===== src/rtl/pv2000_cart_loader.sv =====
// pv2000_cart_loader
//   Sequenced owner of the 64 KiB main RAM write port for BIOS/cartridge
//   downloads (hps_io ioctl stream) and the cart-RAM erase sweep. Every load
//   or erase is followed by a stretched console reset.
//
// Ports
//   clk, reset         system clock, async active-high reset
//   ioctl_download     download window active
//   ioctl_index        0 = BIOS at 0x0000, else cartridge at CART_BASE
//   ioctl_wr           one-cycle byte strobe
//   ioctl_addr/dout    byte offset / byte data
//   erase_req          level; rising edge requests an erase
//   mem_a/mem_d/mem_we memory write port (valid while mem_own)
//   mem_own            loader owns the memory port
//   cpu_reset          console reset request
//   cart_size          bytes accepted by the last cart load (saturates at CART_MAX)
//   busy               load or erase in progress
module pv2000_cart_loader #(
  parameter int          HOLD_CYCLES = 255,
  parameter logic [15:0] CART_BASE   = 16'hC000,
  parameter logic [15:0] CART_MAX    = 16'h4000,
  parameter logic [15:0] ERASE_LO    = 16'h7000
) (
  input  logic        clk,
  input  logic        reset,
  input  logic        ioctl_download,
  input  logic [7:0]  ioctl_index,
  input  logic        ioctl_wr,
  input  logic [24:0] ioctl_addr,
  input  logic [7:0]  ioctl_dout,
  input  logic        erase_req,
  output logic [15:0] mem_a,
  output logic [7:0]  mem_d,
  output logic        mem_we,
  output logic        mem_own,
  output logic        cpu_reset,
  output logic [15:0] cart_size,
  output logic        busy
);

  typedef enum logic [2:0] {
    S_IDLE, S_LOAD, S_ERASE_W, S_ERASE_N, S_HOLD
  } state_t;

  state_t      state, nxt;
  logic [15:0] erase_addr;
  logic [15:0] hold_cnt;
  logic        erase_prev;
  logic        erase_we_q;
  logic        own_q, busy_q, cpu_reset_q;

  logic        is_cart, in_range, erase_rise, load_we;
  logic [15:0] load_a, load_size;

  assign is_cart    = |ioctl_index;
  assign in_range   = ioctl_addr < {9'd0, CART_MAX};
  assign erase_rise = erase_req & ~erase_prev;
  assign load_a     = is_cart ? ioctl_addr[15:0] + CART_BASE : ioctl_addr[15:0];
  assign load_size  = ioctl_addr[15:0] + 16'd1;
  // Load writes pass straight through so the ioctl strobe lands the same cycle.
  assign load_we    = (state == S_LOAD) && ioctl_wr && (!is_cart || in_range);

  assign mem_we    = load_we | erase_we_q;
  assign mem_a     = (state == S_LOAD) ? load_a : (own_q ? erase_addr : 16'd0);
  assign mem_d     = (state == S_LOAD) ? ioctl_dout : 8'd0;
  assign mem_own   = own_q;
  assign busy      = busy_q;
  assign cpu_reset = cpu_reset_q;

  // Download always has priority: it pre-empts an erase or a hold, and
  // erase edges outside IDLE are dropped rather than queued.
  always_comb begin
    nxt = state;
    case (state)
      S_IDLE:    if (ioctl_download) nxt = S_LOAD;
                 else if (erase_rise) nxt = S_ERASE_W;
      S_LOAD:    if (!ioctl_download) nxt = S_HOLD;
      S_ERASE_W: nxt = ioctl_download ? S_LOAD : S_ERASE_N;
      S_ERASE_N: if (ioctl_download) nxt = S_LOAD;
                 else if (erase_addr == 16'hFFFF) nxt = S_HOLD;
                 else nxt = S_ERASE_W;
      S_HOLD:    if (ioctl_download) nxt = S_LOAD;
                 else if (hold_cnt == 16'd0) nxt = S_IDLE;
      default:   nxt = S_IDLE;
    endcase
  end

  always_ff @(posedge clk or posedge reset) begin
    if (reset) begin
      state       <= S_IDLE;
      erase_addr  <= ERASE_LO;
      hold_cnt    <= 16'd0;
      erase_prev  <= 1'b0;
      erase_we_q  <= 1'b0;
      own_q       <= 1'b0;
      busy_q      <= 1'b0;
      cpu_reset_q <= 1'b0;
      cart_size   <= 16'd0;
    end else begin
      state       <= nxt;
      erase_prev  <= erase_req;
      // Outputs are decoded from the next state so they track the state register.
      own_q       <= (nxt == S_LOAD) || (nxt == S_ERASE_W) || (nxt == S_ERASE_N);
      busy_q      <= (nxt == S_LOAD) || (nxt == S_ERASE_W) || (nxt == S_ERASE_N);
      cpu_reset_q <= (nxt != S_IDLE);
      erase_we_q  <= (nxt == S_ERASE_W);

      if (state == S_IDLE && nxt == S_ERASE_W)
        erase_addr <= ERASE_LO;
      else if (state == S_ERASE_N && nxt == S_ERASE_W)
        erase_addr <= erase_addr + 16'd1;

      // HOLD spans HOLD_CYCLES+1 cycles: the count runs HOLD_CYCLES..0.
      if (nxt == S_HOLD && state != S_HOLD)
        hold_cnt <= 16'(HOLD_CYCLES);
      else if (state == S_HOLD && hold_cnt != 16'd0)
        hold_cnt <= hold_cnt - 16'd1;

      // A fresh cart image restarts the size; dropped bytes never grow it.
      if (nxt == S_LOAD && state != S_LOAD && is_cart)
        cart_size <= 16'd0;
      else if (load_we && is_cart && load_size > cart_size)
        cart_size <= load_size;
    end
  end

endmodule


===== config.mk =====
export PLATFORM = sky130hd
export DESIGN_NAME = pv2000_cart_loader
export DESIGN_NICKNAME = d
export VERILOG_FILES = /design/src/rtl/pv2000_cart_loader.sv
export SDC_FILE = /design/constraint.sdc
export NUM_CORES = 1
export LEC_CHECK = 0
export ABC_AREA = 1
export BUFFER_PORTS_ARGS = -buffer_cell sky130_fd_sc_hd__buf_4
export CORE_ASPECT_RATIO = 1.1
export CORE_UTILIZATION = 50
export CTS_CLUSTER_SIZE = 30
export DETAILED_ROUTE_END_ITERATION = 8
export GPL_ROUTABILITY_DRIVEN = 0
export GPL_TIMING_DRIVEN = 0
export PLACE_DENSITY = 0.74
export SYNTH_ARGS = -nofsm -noshare
export SYNTH_HDL_FRONTEND = slang
export SYNTH_SLANG_ARGS = --single-unit
export TNS_END_PERCENT = 100

===== constraint.sdc =====
create_clock -name clk -period 1.7 [get_ports clk]
set_input_delay 0.17 -clock clk [delete_from_list [all_inputs] [get_ports clk]]
set_output_delay 0.17 -clock clk [all_outputs]
set_load 0.02 [all_outputs]

[After elaboration in Yosys (flattened, before gate mapping)]
Cells that the tools add are included.
Operators by class
  magnitude comparators: 2
  reduce and logical (&&, ||, !) cells: 22
  div/mod/pow operators: 0
  shift operators: 0
  multiply operators: 0
  equality and inequality tests: 11
  bitwise gates (word level): 3
  $add $sub $neg: 4
  muxes and demuxes: 19
Operators with widths (count)
  2-to-1 mux 16 bit: 9
  adder 16 x 1 -> 16 bit (second input constant): 2
  < comparator 25 x 15 -> 1 bit (second input constant): 1
  2-to-1 mux 3 bit: 7
  adder 16 bit (second input constant): 1
  equality test 16 bit (second input constant): 1
  > comparator 16 bit: 1
  zero test 16 bit: 1
  nonzero test 16 bit: 1
  subtractor 16 x 1 -> 16 bit (second input constant): 1
  one-hot mux 3 bit (5 select lines): 1
  equality test 3 x 2 -> 1 bit (second input constant): 4
  logical AND 1 bit: 10
  2-to-1 mux 8 bit: 1
  OR reduction 8 bit: 1
  equality test 3 x 1 -> 1 bit (second input constant): 2
  equality test 3 bit (second input constant): 2
  nonzero test 2 bit: 3
  zero test 3 bit: 1
  logical OR 1 bit: 3
  != test 3 x 1 -> 1 bit (second input constant): 1
  != test 3 bit (second input constant): 1
  nonzero test 3 bit: 1
  2-to-1 mux 2 bit: 1
  4 further kinds: 4
Storage, ports and cells
  memory bits (read-only): 0
  memory bits (writable): 0
  latch bits: 0
  memories kept: 0
  output and inout bits: 44
  register bits after elaboration: 55
  logic and storage cells: 69

[Logic depth before layout (Yosys ltp)]
Gate-level depths: netlist of run 1.
  word-level depth: 9
  mapped depth: 21
  mapped depth without buffers: 20

[Worst setup path after synthesis of run 1]
OpenSTA, ideal clock, no wires.
  path kind: in2reg
  start: input port ioctl_addr[4]
  end: register cart_size[1]
  slack: -0.569 ns
  arrival: 2.152 ns
  cell stages on the path: 20
  buffers on the path: 1
  library setup time: 0.118 ns
  path through: inv_1 -> nor3_2 -> nand3_1 -> inv_1 -> nand3_1 -> nor2_1 -> nand3_1 -> nand2_1 -> nand2_1 -> ha_1 -> nand2_1 -> nor2_1 -> nand2_1 -> o21ai_1 -> nor2_4 -> nand2_4 -> buf_6 -> nand2_1 -> nand2_1 -> nor2_2
Between the ends
  cells in the longest elaborated chain, start to end: 6
RTL lines
  from (decl): line 29  | input logic [24:0] ioctl_addr,
  branches (longest 4 deep; another with adder 16 x 1 -> 16 bit)
  logical AND 1 bit (*): line 122  | else if (load_we && is_cart && load_size > cart_size)
  nonzero test 2 bit (no line) (*)
  to (signal assigned): line 123  | cart_size <= load_size;
  to (decl): line 37  | output logic [15:0] cart_size,
Every way passes the cells marked *.
A chain may end at the register's enable or synchronous reset.

[Worst setup path in the final report of run 1]
  start: input port ioctl_addr[7]
  end: register cart_size[9]
Between the ends
  cells in the longest elaborated chain, start to end: 6
RTL lines
  branches (longest 6 deep; another with adder 16 x 1 -> 16 bit)
Several ways; the timed one is not identified. The select of a mux whose other input is x is not followed.

==> summary.txt, run 1 <==
Hold Path End = state[0]
Placed Area = 4990 um2
Top FF cell, synth = dfrtp_1
Max Slew Vio Count = 0
Fin Clk Skew = 0.0162 ns
crit-path leading delay family = simple AND/OR/NAND/NOR gates
yosys warns = 0
final worst slack = -0.510 ns
Worst Setup End Kind = flop
die width = 88.7 um
worst reg2reg path startpoint = cart_size[7]
Seq/Total Area, Yosys = 33.4%
nets = 820
max_slew headroom = 68.9%
Syn Area/Cell = 6.91 um2
remaining antenna violation count = 0
Skew-Pair Late Insertion Delay = 0.32 ns
Clk network pwr share = 18.0%
EDFF count, synth = 0
clk root buf = clkbuf_8
minimum clock period = 2.21 ns
crit-path max FO = 6
largest net degree at the start of global routing = 37
synthesized instance count = 598
WP depth = 16
Hold Path Class = input pin to flop
CTS max path bufs = 2
endpoints failing setup = 42
DRC errors left = 0
critical path cell sequence = buf_4 -> inv_1 -> nor3_1 -> nand4_1 -> xor2_2 -> ha_1 -> nand2_2 -> nor2_4 -> nand2_2 -> o21ai_2 -> nor2_4 -> nand2_4 -> buf_6 -> nand2_2 -> nand2_1 -> nor2_1
grt ovf = 0
Psw = 1840 uW
FF-to-FF End = cart_size[6]
Via Count = 4927
CP max stage delay = 0.33 ns
diode count = 0
Clock Pin Slew Worst Setup and Hold Paths = 0.11 ns
RSZ-0062 raised after global routing = yes
Achievable Freq = 453 MHz
failing checks = negative setup slack
sequential share of power = 33.0%
R2R setup slack = -0.22 ns
origin of the worst min-delay path = ioctl_download
Most common cell on crit path = nand2_2
worst vdd ir = 0.728 mV
Hold Vio Cnt, Final = 0
Worst Path Required = 1.93 ns
H-tree levels = 2
Iteration-0 DRC Markers = 458
initial antenna violation count = 0
core area = 7960 um2
max cap viols = 0
Synth Register Bits = 55
I/O Buffers = 88
Int Pwr = 2850 uW
GRT Util Overall = 28.0%
Pwr per Cell Area = 732 nW/um2
Layout fillers = 468
synthesis-to-layout area growth = 55.2%
Routed WL = 14600 um
GR peak layer = met2
dpl hpwl = 8400 um
Worst R2R Path Depth = 12
asr flop ratio synth = 100%
DRT Pass-1 Iters = 5
# rows = 34
CP max-delay cell = ha_1
die area = 8630 um2
measured slew at the worst slew-check pin = 0.466 ns
met1 GRT Util = 34.5%
crit path kind = input pin to flop
Ports = 90
average routed wire per standard cell = 16.9 um
Cell variety after synth = 36
run status = finished, violations left
die height = 97.3 um
design area = 6410 um2
Static Leak = 0.00314 uW
total power = 4690 uW
clock net sink count = 55
Comb power frac = 49.0%
Setup TNS = -9.18 ns
first-pass GRT wire length = 19100 um
Sw Ratio = 39.3%
CTS buffer count = 5
vias in the first global route = 4278
met3 Use GR = 4.08%
CTS tree = yes
worst path arrival time = 2.44 ns
critical path buffer and inverter count = 3
Final period util = 130%
mapped cell area = 4130 um2
Hold Path Depth = 3
Critical Path Start Type = input pin
M2 GR Usage = 49.1%
share of cells above drive strength 1 = 43.7%
initial core utilization = 51.9%
Synthesized Nets = 663
Via-to-Cell Ratio = 5.70
-- synthesized netlist by cell type, types with 2 or more instances --
library cell	count	area, um2
nor2_1	96	360
buf_4	3	22.5
nand4_1	14	87.6
o21ai_0	25	125
nor3_2	3	30.0
nor3_1	6	30.0
xnor2_1	2	17.5
dfrtp_1	52	1300
nand2_1	141	529
inv_2	16	60.1
a21oi_1	19	95.1
nor3_4	2	32.5
o21ai_1	5	25.0
a21o_1	2	15.0
buf_6	5	56.3
nand3_2	2	20.0
clkbuf_1	5	18.8
xor2_1	20	175
o31ai_1	5	37.5
nor2_2	8	50.1
ha_1	19	238
nand2_2	4	25.0
inv_1	74	278
nand3_1	49	245
buf_2	3	15.0
nand3_4	3	52.6
nand3b_1	4	30.0
dfstp_2	3	78.8
-- placed cells by master (no fill, tap or decap), types with 21 or more instances in the layout --
cell type / count
nor2_1: 78
nand3_2: 29
inv_1: 66
nand2_1: 116
buf_4: 118
dfrtp_1: 49
nand2_2: 21
buf_6: 27
-- registers in the layout, summed over array words and instances (netlist names) --
register and count:
state 3, cart_size 16, hold_cnt 16, busy 1
erase_addr 16, erase_we_q 1, erase_prev 1, cpu_reset 1
-- worst max-delay path by stage --
stage                  start            end  slack [ns]
3_3_place_gp   ioctl_addr[0]  cart_size[13]       -0.95
4_1_cts        ioctl_addr[1]  cart_size[14]       -0.37
5_1_grt        ioctl_addr[7]   cart_size[9]       -0.79
2_1_floorplan  ioctl_addr[5]   cart_size[1]       -0.47
3_5_place_dp   ioctl_addr[0]  cart_size[13]       -0.97
6_report       ioctl_addr[7]   cart_size[9]       -0.51
-- cell type report --
type | count | area [um2] | share of cell area, %
repair buffers | 151 | 1370 | 21.4
inverters | 90 | 353 | 5.50
plain buffers | 15 | 171 | 2.67
flip-flops and latches | 55 | 1380 | 21.6
multi-input cells | 437 | 2900 | 45.2
well taps | 108 | 135 | 2.11
clock buffers | 8 | 100 | 1.56
-- power by group through the flow --
stage          Combinational (uW)  Sequential, uW  Clock, uW
3_5_place_dp                 1440            1560          0
5_1_grt                      2440            1560        880
6_report                     2300            1550        843
2_1_floorplan                 900            1560          0
3_3_place_gp                 1400            1560          0
4_1_cts                      1630            1540        834
-- repair_timing --
item                                    4_1_cts  5_1_grt
hold endpoints to repair                     20        0
buffers inserted                             28       25
hold buffers                                  2        0
resized for setup                            75      133
endpoints found under the setup margin       70       74
cloned                                        2        5
pin swaps                                    27       53
-- layer usage --
metal / part of all wire (%) / routed length [um] / vias up
met1: 37 / 5380 / 2308
li1: - / - / 2209
met5: 0 / 0 / -
met4: 4.6 / 674 / 0
met2: 50 / 7270 / 332
met3: 8.6 / 1250 / 78
-- cells by family after synthesis --
kind of cell / Yosys count / synth area share [%]
XOR/XNOR: 22 / 4.66
buffers and inverters: 106 / 10.9
AND/OR/NAND/NOR: 338 / 37.7
adder cells (fa/ha/maj): 19 / 5.75
flip-flops: 55 / 33.4
AO/OA/AOI/OAI: 58 / 7.60
-- through the flow --
| stage | util (%) | cells | setup WS (ns) | hold WS, ns |
|---|---|---|---|---|
| finish | 80.6 | 864 | -0.510 | 0.198 |
| global route | 80.6 | 864 | -0.789 | 0.229 |
| CTS | 69.9 | 834 | -0.373 | 0.175 |
| detailed placement | 62.7 | 795 | -0.970 | 0.215 |
| global placement | 62.4 | 794 | -0.948 | 0.292 |
| floorplan | - | 598 | -0.473 | 0.201 |
-- worst register-to-register path, delay by kind of cell (launching register included) --
kind / cells / cell delay [ns]
adders and majority gates: 1 / 0.33
DFF: 1 / 0.41
buffers and inverters: 3 / 0.30
AOI/OAI and AO/OA: 2 / 0.32
and+or+nand+nor: 6 / 0.48
(Power assumes the default switching activity.)
==> run 2, diff against run 1 <==
--- a/config.mk
+++ b/config.mk
@@ -7,13 +7,17 @@
 export LEC_CHECK = 0
 export ABC_AREA = 1
 export BUFFER_PORTS_ARGS = -buffer_cell sky130_fd_sc_hd__buf_4
+export CELL_PAD_IN_SITES_DETAIL_PLACEMENT = 1
+export CELL_PAD_IN_SITES_GLOBAL_PLACEMENT = 2
 export CORE_ASPECT_RATIO = 1.1
-export CORE_UTILIZATION = 50
+export CORE_MARGIN = 5
+export CORE_UTILIZATION = 27
 export CTS_CLUSTER_SIZE = 30
 export DETAILED_ROUTE_END_ITERATION = 8
 export GPL_ROUTABILITY_DRIVEN = 0
 export GPL_TIMING_DRIVEN = 0
 export PLACE_DENSITY = 0.74
+export SLEW_MARGIN = 20
 export SYNTH_ARGS = -nofsm -noshare
 export SYNTH_HDL_FRONTEND = slang
 export SYNTH_SLANG_ARGS = --single-unit
==> run 2 against run 1 <==
Against the previous run: the run still ends with negative setup slack left; combinational power up 18%; critical endpoint is now cart_size[8]; flip-flop and latch count unchanged; register-to-register slack better by 0.04 ns; wire length up 13%; via count down 7.2%; sequential share of layout area down 1.9 points; die area up 110%; final cell count up 11%; fmax up 4.2%.
==> summary.txt, run 2 (synthesized netlist as in run 1, its figures left out) <==
run status = finished, violations left
failing checks = negative setup slack
Clock Pin Slew Worst Setup and Hold Paths = 0.08 ns (-0.03 ns)
origin of the worst min-delay path = ioctl_addr[0]
initial core utilization = 27.4% (-24 points)
worst path arrival time = 2.36 ns (-0.08 ns)
I/O Buffers = 88 (unchanged)
Via-to-Cell Ratio = 4.76 (-17%)
largest net degree at the start of global routing = 47 (+27%)
Hold Path End = cart_size[0]
crit path kind = input pin to flop
Hold Vio Cnt, Final = 0 (unchanged)
DRT Pass-1 Iters = 4 (-1)
crit-path max FO = 6 (unchanged)
DRC errors left = 0 (unchanged)
R2R setup slack = -0.18 ns (+0.04 ns)
GRT Util Overall = 17.2% (-11 points)
Fin Clk Skew = 0.0101 ns (-0.00608 ns)
Worst R2R Path Depth = 9 (-3)
die height = 140 um (+44%)
Iteration-0 DRC Markers = 158 (-66%)
RSZ-0062 raised after global routing = yes
nets = 829 (+1.1%)
clk root buf = clkbuf_16
worst reg2reg path startpoint = state[0]
die area = 17900 um2 (+110%)
CTS tree = yes
core area = 15100 um2 (+89%)
synthesis-to-layout area growth = 70.8%
design area = 7060 um2 (+10%)
Worst Path Required = 1.94 ns (about the same)
Max Slew Vio Count = 0 (unchanged)
CTS buffer count = 5 (unchanged)
dpl cells = 883 (+11%)
endpoints failing setup = 44 (+4.8%)
# rows = 47 (+38%)
most frequent cells in the layout = nand2_1, buf_4, nor2_1
Hold Path Class = input pin to flop
minimum clock period = 2.12 ns (-0.0898 ns)
H-tree levels = 2 (unchanged)
Routed WL = 16500 um (+13%)
remaining antenna violation count = 0 (unchanged)
Worst Setup End Kind = flop
critical path startpoint = ioctl_addr[4]
Layout fillers = 1846 (+290%)
die width = 128 um (+44%)
most common cell after layout, fill and taps aside = nand2_1
Critical Path Start Type = input pin
Skew-Pair Late Insertion Delay = 0.32 ns (about the same)
Pwr per Cell Area = 766 nW/um2 (+4.7%)
share of cells above drive strength 1 = 48.4% (+4.7 points)
Final period util = 125% (-5.3 points)
dpl hpwl = 11300 um (+34%)
Via Count = 4572 (-7.2%)
diode count = 0 (unchanged)
vias in the first global route = 4716 (+10%)
FF-to-FF End = cart_size[3]
grt ovf = 0 (unchanged)
max_slew headroom = 79.0% (+10 points)
Regs by FF count = cart_size (16), erase_addr (16), hold_cnt (16)
Ports = 90 (unchanged)
average routed wire per standard cell = 17.2 um (+1.7%)
first-pass GRT wire length = 24600 um (+29%)
worst vdd ir = 0.419 mV (-42%)
max cap viols = 0 (unchanged)
Placed Area = 5110 um2 (+2.4%)
Hold Path Depth = 4 (+1)
final worst slack = -0.420 ns (+0.0898 ns)
clock net sink count = 55 (unchanged)
final cell count without fillers = 961 (+11%)
CTS max path bufs = 2 (unchanged)
Achievable Freq = 472 MHz (+4.2%)
initial antenna violation count = 0 (unchanged)
measured slew at the worst slew-check pin = 0.314 ns (-0.152 ns)
Static Leak = 0.00332 uW (+5.8%)
==> run 2: changes by cell type in the layout (fill, tap and decap cells not counted), moves of 5 or more <==
cell,before,now
buf_4,118,106
nand2_4,8,13
nor2_4,8,17
nand2_1,116,108
nor2_1,78,70
o31ai_1,5,0
buf_6,27,40
nand3_4,6,11
clkbuf_8,7,0
o21ai_0,12,4
o21ai_2,3,11
==> run 2: layer usage <==
layer	global-route usage [%]	routed length [um]
met1	20.3	6500
met2	32.5	9320
met3	2.72	424
met4	3.30	244
met5	0	0
==> run 2: critical path: stages <==
cell and delay (ns):
buf_12 0.08, inv_6 0.04, nor3_4 0.21, nand3_2 0.14
inv_2 0.08, nand3_2 0.06, nor2_2 0.11, nand3_1 0.08
nand2_1 0.08, nand2_2 0.07, ha_4 0.29, nand2_4 0.06
nor2_4 0.12, nand2_2 0.08, inv_1 0.06, nand2_1 0.06
nand2_2 0.12, nand2_4 0.11, buf_12 0.15, nand2_1 0.06
nand2_1 0.05, nor2_1 0.08
==> run 2: layout make-up <==
class / instances / area (um2) / share of cell area, %
Buffer: 15 / 211 / 3.00
Clock buffer: 5 / 125 / 1.77
Clock inverter: 3 / 27.5 / 0.390
Inverter: 90 / 378 / 5.35
Multi-Input combinational cell: 437 / 3130 / 44.4
Sequential cell: 55 / 1390 / 19.6
Tap cell: 196 / 245 / 3.48
Timing Repair Buffer: 159 / 1550 / 21.9
Timing Repair inverter: 1 / 8.76 / 0.124
==> run 2: what timing repair did <==
action,CTS,global route
hold endpoints to repair,10,0
pin swaps,43,23
resized for setup,159,149
setup endpoints to repair,74,75
hold buffers,2,0
gates cloned,3,4
buffers inserted,41,21
==> run 2: how the worst max path moves through the flow <==
stage / cells past startpoint / endpoint
5_1_grt: 21 / cart_size[8]
3_5_place_dp: 19 / cart_size[1]
4_1_cts: 21 / cart_size[9]
6_report: 22 / cart_size[8]
2_1_floorplan: 21 / cart_size[1]
3_3_place_gp: 19 / cart_size[1]
==> run 2: through the flow <==
stage               hold slack, ns  total power [uW]  util, %  TNS [ns]  setup WS, ns
global route                 0.185              5700     46.9    -13.70        -0.603
detailed placement          0.0950              3100     33.9    -20.97         -1.09
CTS                          0.144              4870     41.5     -7.01        -0.449
global placement             0.290              3060     33.7    -61.44         -1.06
finish                       0.148              5410     46.9     -7.46        -0.420
floorplan                    0.201              2460        -     -7.32        -0.473
==> run 2: report_power, final <==
group	switching (uW)	internal (uW)
clock	583	563
sequential	126	1430
combinational	1440	1260
total	2150	3250
